<file path="src/rtl/led_meter_pkg.sv">
// ---------------------------------------------------------------------------
// led_meter_pkg
// Shared types for the LED level meter: display mode encoding and the
// segment-count type used between the scaler and the display logic.
// ---------------------------------------------------------------------------
package led_meter_pkg;

    typedef enum logic [1:0] {
        MODE_VOL = 2'b00,  // volume pot as a bar
        MODE_BAR = 2'b01,  // audio envelope as a bar
        MODE_DOT = 2'b10,  // audio envelope as a single dot
        MODE_OFF = 2'b11   // all LEDs dark
    } meter_mode_t;

    // Largest supported LED count; seg_t must be able to hold 0..MAX_LED.
    localparam int MAX_LED = 16;

    function automatic int seg_width(input int num_led);
        return $clog2(num_led + 1);
    endfunction

    localparam int SEG_W = seg_width(MAX_LED);

    typedef logic [SEG_W-1:0] seg_t;

endpackage

</file>
<file path="src/rtl/led_level_meter_seg_quant.sv">
// ---------------------------------------------------------------------------
// seg_quant
// Combinational scaler from an unsigned level to a lit-segment count:
//   seg = (level < FLOOR) ? 0 : min(NUM_LED, (level*NUM_LED + ROUND) >> SHIFT)
// Ports:
//   level  in  IN_W   unsigned level (volume or envelope)
//   seg    out seg_t  number of segments to light, 0..NUM_LED
// ---------------------------------------------------------------------------
module seg_quant
    import led_meter_pkg::*;
#(
    parameter int IN_W    = 16,
    parameter int NUM_LED = 8,
    parameter int SHIFT   = 14,
    parameter int FLOOR   = 0,
    parameter int ROUND   = 0
) (
    input  logic [IN_W-1:0] level,
    output seg_t            seg
);

    // One guard bit above level*NUM_LED so the rounding bias cannot wrap.
    localparam int PROD_W = IN_W + $clog2(NUM_LED) + 1;

    logic [PROD_W-1:0] prod;
    logic [PROD_W-1:0] quot;
    logic              below;

    assign prod = PROD_W'(level) * PROD_W'(NUM_LED) + PROD_W'(ROUND);
    assign quot = prod >> SHIFT;

    generate
        if (FLOOR > 0) begin : g_floor
            assign below = (level < IN_W'(FLOOR));
        end else begin : g_no_floor
            assign below = 1'b0;
        end
    endgenerate

    always_comb begin
        // NOTE: every branch assigns seg; a missing else here would infer a latch.
        if (below) begin
            seg = '0;
        end else if (quot > PROD_W'(NUM_LED)) begin
            seg = SEG_W'(NUM_LED);
        end else begin
            seg = quot[SEG_W-1:0];
        end
    end

endmodule

</file>
<file path="src/rtl/led_level_meter.sv">
// ---------------------------------------------------------------------------
// led_level_meter
// Parametrised LED bar/dot level meter. Shows the volume pot value or the
// decaying audio envelope max(|lft|,|rht|) on NUM_LED active-high LEDs.
// Optional peak-hold marker when LED_PEAK_HOLD_EN is defined; without it
// no peak/hold registers exist and the LEDs show the plain bar/dot.
// Ports:
//   clk      in  1        system clock
//   rst_n    in  1        asynchronous active-low reset
//   smp_vld  in  1        one-cycle strobe, lft_smp/rht_smp valid
//   lft_smp  in  SMP_W    signed left sample
//   rht_smp  in  SMP_W    signed right sample
//   volume   in  LVL_W    unsigned volume pot value
//   mode     in  2        00 volume bar, 01 audio bar, 10 audio dot, 11 off
//   LED      out NUM_LED  registered LED drive
// Pipeline: inputs (sample/volume/mode) are registered once, the LED
// register follows, so any input change shows on LED two cycles later.
// ---------------------------------------------------------------------------
module led_level_meter
    import led_meter_pkg::*;
#(
    parameter int NUM_LED     = 8,
    parameter int LVL_W       = 13,
    parameter int SMP_W       = 16,
    parameter int VOL_FLOOR   = 64,
    parameter int DECAY_SHIFT = 10,
    parameter int HOLD_SMP    = 4800
) (
    input  logic               clk,
    input  logic               rst_n,
    input  logic               smp_vld,
    input  logic [SMP_W-1:0]   lft_smp,
    input  logic [SMP_W-1:0]   rht_smp,
    input  logic [LVL_W-1:0]   volume,
    input  logic [1:0]         mode,
    output logic [NUM_LED-1:0] LED
);

    // Absolute value of a two's-complement sample; the most negative code
    // saturates to the largest positive code instead of wrapping.
    function automatic logic [SMP_W-1:0] sat_abs(input logic [SMP_W-1:0] s);
        logic [SMP_W-1:0] a;
        a = s[SMP_W-1] ? (-s) : s;
        return a[SMP_W-1] ? {1'b0, {(SMP_W-1){1'b1}}} : a;
    endfunction

    function automatic logic [NUM_LED-1:0] bar_of(input seg_t s);
        return ~({NUM_LED{1'b1}} << s);
    endfunction

    function automatic logic [NUM_LED-1:0] dot_of(input seg_t s);
        return (s == '0) ? '0 : (NUM_LED'(1) << (s - seg_t'(1)));
    endfunction

    logic [SMP_W-1:0]   env;
    logic [SMP_W-1:0]   env_nxt;
    logic [SMP_W-1:0]   mag;
    logic [SMP_W-1:0]   decay;
    logic [LVL_W-1:0]   vol_q;
    meter_mode_t        mode_q;
    seg_t               seg_vol;
    seg_t               seg_aud;
    logic [NUM_LED-1:0] peak_bits;
    logic [NUM_LED-1:0] led_nxt;

    // Envelope: instant attack, exponential release (env/2^DECAY_SHIFT per
    // sample) with a minimum step of 1 so it always reaches zero.
    always_comb begin
        mag   = (sat_abs(lft_smp) > sat_abs(rht_smp)) ? sat_abs(lft_smp) : sat_abs(rht_smp);
        decay = env >> DECAY_SHIFT;
        if (decay == '0) begin
            decay = SMP_W'(1);
        end
        if (mag > env) begin
            env_nxt = mag;
        end else if (env == '0) begin
            env_nxt = '0;
        end else begin
            env_nxt = env - decay;
        end
    end

    always_ff @(posedge clk or negedge rst_n) begin
        // NOTE: sequential state uses non-blocking assignments so every
        // register samples pre-edge values regardless of statement order.
        if (!rst_n) begin
            env    <= '0;
            vol_q  <= '0;
            mode_q <= MODE_VOL;
            LED    <= '0;
        end else begin
            if (smp_vld) begin
                env <= env_nxt;
            end
            vol_q  <= volume;
            mode_q <= meter_mode_t'(mode);
            LED    <= led_nxt;
        end
    end

    seg_quant #(
        .IN_W    (LVL_W),
        .NUM_LED (NUM_LED),
        .SHIFT   (LVL_W),
        .FLOOR   (VOL_FLOOR),
        .ROUND   (2**LVL_W - 1)
    ) u_vol_quant (
        .level (vol_q),
        .seg   (seg_vol)
    );

    // Half of full-scale lights every LED; the clamp in seg_quant keeps
    // louder envelopes at NUM_LED (6 dB of headroom at the top of the bar).
    seg_quant #(
        .IN_W    (SMP_W),
        .NUM_LED (NUM_LED),
        .SHIFT   (SMP_W - 2),
        .FLOOR   (0),
        .ROUND   (0)
    ) u_aud_quant (
        .level (env),
        .seg   (seg_aud)
    );

`ifdef LED_PEAK_HOLD_EN
    localparam int HOLD_W = (HOLD_SMP > 1) ? $clog2(HOLD_SMP) : 1;

    seg_t              peak;
    logic [HOLD_W-1:0] hold_cnt;
    logic              vld_q;

    // The peak follows the audio segment of the freshly updated envelope,
    // so it runs on the sample strobe delayed by one cycle. A new maximum
    // restarts the hold timer even on the cycle the timer would expire.
    always_ff @(posedge clk or negedge rst_n) begin
        if (!rst_n) begin
            vld_q    <= 1'b0;
            peak     <= '0;
            hold_cnt <= '0;
        end else begin
            vld_q <= smp_vld;
            if (vld_q) begin
                if (seg_aud > peak) begin
                    peak     <= seg_aud;
                    hold_cnt <= HOLD_W'(HOLD_SMP - 1);
                end else if (hold_cnt == '0) begin
                    if (peak != '0) begin
                        peak <= peak - seg_t'(1);
                    end
                    hold_cnt <= HOLD_W'(HOLD_SMP - 1);
                end else begin
                    hold_cnt <= hold_cnt - HOLD_W'(1);
                end
            end
        end
    end

    assign peak_bits = dot_of(peak);
`else
    assign peak_bits = '0;
`endif

    always_comb begin
        led_nxt = '0;
        case (mode_q)
            MODE_VOL: led_nxt = bar_of(seg_vol);
            MODE_BAR: led_nxt = bar_of(seg_aud) | peak_bits;
            MODE_DOT: led_nxt = dot_of(seg_aud) | peak_bits;
            default:  led_nxt = '0;
        endcase
    end

endmodule

</file>
<file path="config.mk">
export PLATFORM = sky130hd
export DESIGN_NAME = led_level_meter
export DESIGN_NICKNAME = d
export VERILOG_FILES = /design/src/rtl/led_meter_pkg.sv /design/src/rtl/led_level_meter_seg_quant.sv /design/src/rtl/led_level_meter.sv
export SDC_FILE = /design/constraint.sdc
export NUM_CORES = 1
export LEC_CHECK = 0
export CORE_MARGIN = 5
export CORE_UTILIZATION = 30
export DETAILED_ROUTE_END_ITERATION = 10
export MAX_ROUTING_LAYER = met4
export PLACE_DENSITY = 0.54
export SYNTH_ARGS = -nofsm -noshare
export SYNTH_HDL_FRONTEND = slang
export SYNTH_SLANG_ARGS = --single-unit
</file>
<file path="constraint.sdc">
create_clock -name clk -period 3.3 [get_ports clk]
set_input_delay 0.66 -clock clk [delete_from_list [all_inputs] [get_ports clk]]
set_output_delay 0.66 -clock clk [all_outputs]
set_load 0.1 [all_outputs]
</file>
==> results.sh <==
export IMPL_hold_path_class="in2async"
export IMPL_reg2regPathDepth=13
export IMPL_fill_cells=1198
export IMPL_finalCritPeriodShare=1.79
export IMPL_diodes=0
export IMPL_hold_viol_final=0
export IMPL_ys_flop_type="dfrtp_1"
export IMPL_yosys_area_top_type="dfrtp_1"
export IMPL_first_iter_violations=243
export IMPL_worstPathRequired_ns=3.52
export IMPL_synth_top_area_frac=0.257
export IMPL_vias=4262
export IMPL_reg2reg_to="env[14]"
export IMPL_root_buffer="clkbuf_16"
export IMPL_synth_area_per_cell_um2=8.22
export IMPL_grt_ovfl_total=0
export IMPL_hpwl_mm=9.27
export IMPL_synth_most_common_cell="nand2_1"
export IMPL_die_h_um=123
export IMPL_cp_arrival_ns=6.12
export IMPL_reg2reg_from="env[15]"
export IMPL_clockBufferDepth=2
export IMPL_syn_cell_area_mm2=0.00380
export IMPL_grt_usage=0.170
export IMPL_maxSlewViolCount=0
export IMPL_p_leak_nw=2.88
export IMPL_crit_fanout=7
export IMPL_syn2layout_area_growth_pct=62.3
export IMPL_cp_num_buf_inv=11
export IMPL_ant_nets=0
export IMPL_grt_max_degree=40
export IMPL_critical_path_class="in2reg"
export IMPL_total_power_mw=2.75
export IMPL_synth_net_count=552
export IMPL_rsz0062_at_grt="true"
export IMPL_via_per_inst=5.07
export IMPL_layout_nets=758
export IMPL_clkLatencyLatePin_ns=0.28
export IMPL_yosys_warnings=0
export IMPL_synth_edf_count=0
export IMPL_synth_area_top_cells="dfrtp_1 (26%), ha_1 (13%), nand2_1 (5.1%)"
export IMPL_port_buffers=57
export IMPL_netSwitchingPower_mw=1.08
export IMPL_clock_fmax_mhz=170
export IMPL_path_delay_family="simple AND/OR/NAND/NOR gates"
export IMPL_worst_r2r_setup_slack_ns=0.18
export IMPL_outcome="finished with violations"
export IMPL_period_minus_slack_ns=5.90
export IMPL_cts_made_buffers=5
export IMPL_setup_viol=16
export IMPL_die_w_um=123
export IMPL_yosys_register_bits=39
export IMPL_gp_congestion=0.929
export IMPL_cap_violations=0
export IMPL_p_sw_frac=0.394
export IMPL_yosysSeqAreaShare=0.257
export IMPL_dr_pass1_iters=5
export IMPL_skew_ns=0.00560
export IMPL_postCtsHoldBufs=0
export IMPL_drcViolationCount=0
export IMPL_p_int_mw=1.67
export IMPL_synthArstFlopShare=1.00
export IMPL_grt_pass1_wl_mm=20.3
export IMPL_antenna_found_initial=0
export IMPL_coreArea_mm2=0.0125
export IMPL_startpoint_type="primary input"
export IMPL_drive_above_1_share=0.372
export IMPL_wire_per_inst_um=14.7
export IMPL_slowest_stage="or4_4"
export IMPL_max_stage_delay_ns=0.53
export IMPL_power_frac_clock=0.172
export IMPL_peakVddDrop_v=0.000209
export IMPL_start_util=0.304
export IMPL_worstMarginPinSlew_ns=0.860
export IMPL_pre_cts_slack_ns=-3.26
export IMPL_cellPowerDensity_mw_per_mm2=446
export IMPL_io_pins=58
export IMPL_synthCells=462
export IMPL_cts_htree_levels=2
export IMPL_die_area_mm2=0.0150
export IMPL_pwr_share_comb=0.588
export IMPL_seqPwrFrac=0.241
export IMPL_clk_pin_slew_ns=0.06
export IMPL_detail_route_wirelength_mm=12.4
export IMPL_yosys_top_cells_count="nand2_1 (52), inv_1 (47), dfrtp_1 (39), ha_1 (39)"
export IMPL_cts_tree="yes"
export IMPL_synth_cell_types=61
export IMPL_worst_slack_ns=-2.60
export IMPL_grt_pass1_vias=4278
export IMPL_relSlewSlack=0.427
export IMPL_cp_end_kind="register"
export IMPL_clock_sink_count=39
export IMPL_violations="negative setup slack"
export IMPL_num_rows=41
export IMPL_cpMostUsedCell="buf_4"
==> how the worst max path moves through the flow <==
stage                          to  cells past startpoint  slack (ns)  startpoint
final                      env[3]                     27       -2.60  rht_smp[7]
after global routing       env[3]                     26       -2.72  rht_smp[7]
after CTS                 env[11]                     25       -2.57  rht_smp[6]
after detailed placement  env[13]                     24       -3.26  rht_smp[9]
after global placement    env[13]                     24       -3.14  rht_smp[9]
after floorplan           env[10]                     23       -2.56  rht_smp[9]
==> layer usage <==
metal  track usage  up-vias  routed length, um
met5             -        -                  0
met4        0.0413        0                223
met3        0.0166       20                500
met2         0.275      115               5960
met1         0.230     2027               5710
li1              -     2100                  -
==> flip-flops by register name, summed over array words and instances, names as in the netlist <==
name and count:
env 16, vol_q 13, LED 8, mode_q 2
==> layout by cell type, fill, tap and decap left out, types with 5 or more instances in the layout <==
master	instances
o21a_1	6
xnor2_1	7
a21o_1	5
o21ai_0	16
buf_4	157
nor3_1	11
a221o_1	6
nand3_1	14
mux2_2	7
nand4_1	7
nor4_1	7
dlymetal6s2s_1	6
o31ai_1	8
inv_1	46
nand2_2	5
a21boi_0	6
nor2_1	21
nand2_1	47
buf_6	9
ha_1	32
o211ai_1	8
clkbuf_16	5
or4_4	5
clkdlybuf4s50_1	34
xor2_1	15
dfrtp_1	39
ha_4	6
nor2b_1	6
a21oi_1	21
==> per-stage QoR <==
step / cell area (um2) / hold slack (ns) / setup TNS, ns / std cells / util
floorplan: 3870 / 0.364 / -38.52 / 462 / -
global placement: 5490 / 0.498 / -48.88 / 798 / 0.438
detailed placement: 5490 / 0.502 / -51.39 / 798 / 0.438
CTS: 5940 / 0.518 / -39.90 / 834 / 0.474
global route: 6170 / 0.525 / -42.36 / 841 / 0.493
finish: 6170 / 0.496 / -40.24 / 841 / 0.493
==> cell type report <==
cell class	count	area, um2	share of cell area
Multi-Input combinational cell	359	2870	0.465
Clock inverter	3	20.0	0.00325
Sequential cell	39	976	0.158
Timing Repair Buffer	216	1790	0.290
Clock buffer	5	125	0.0203
Tap cell	172	215	0.0349
Inverter	47	176	0.0286
==> cells by family (layout without fill, tap and decap cells) <==
logic type | after synthesis | in the layout | synth area share
simple gates | 161 | 161 | 0.220
mux | 18 | 18 | 0.0537
flops | 39 | 39 | 0.257
buf+inv | 64 | 271 | 0.0659
xor+xnor | 22 | 22 | 0.0507
fa+ha+maj | 40 | 40 | 0.134
compound gates | 118 | 118 | 0.219
==> timing repair <==
| action | in CTS | in global routing |
|---|---|---|
| gates resized for setup | 43 | 48 |
| gates cloned | 0 | 0 |
| endpoints found under the setup margin | 16 | 16 |
| buffers inserted | 28 | 10 |
| pin swaps | 27 | 26 |
| hold endpoints to repair | 0 | 0 |
==> power by group through the flow <==
stage	combinational, mW	sequential, mW	clock [mW]
6_report	1.61	0.662	0.471
3_3_place_gp	1.37	0.666	0
2_1_floorplan	0.858	0.693	0
3_5_place_dp	1.39	0.668	0
5_1_grt	1.78	0.675	0.506
4_1_cts	1.48	0.659	0.480
No activity file was read; power rests on OpenSTA's default activity.
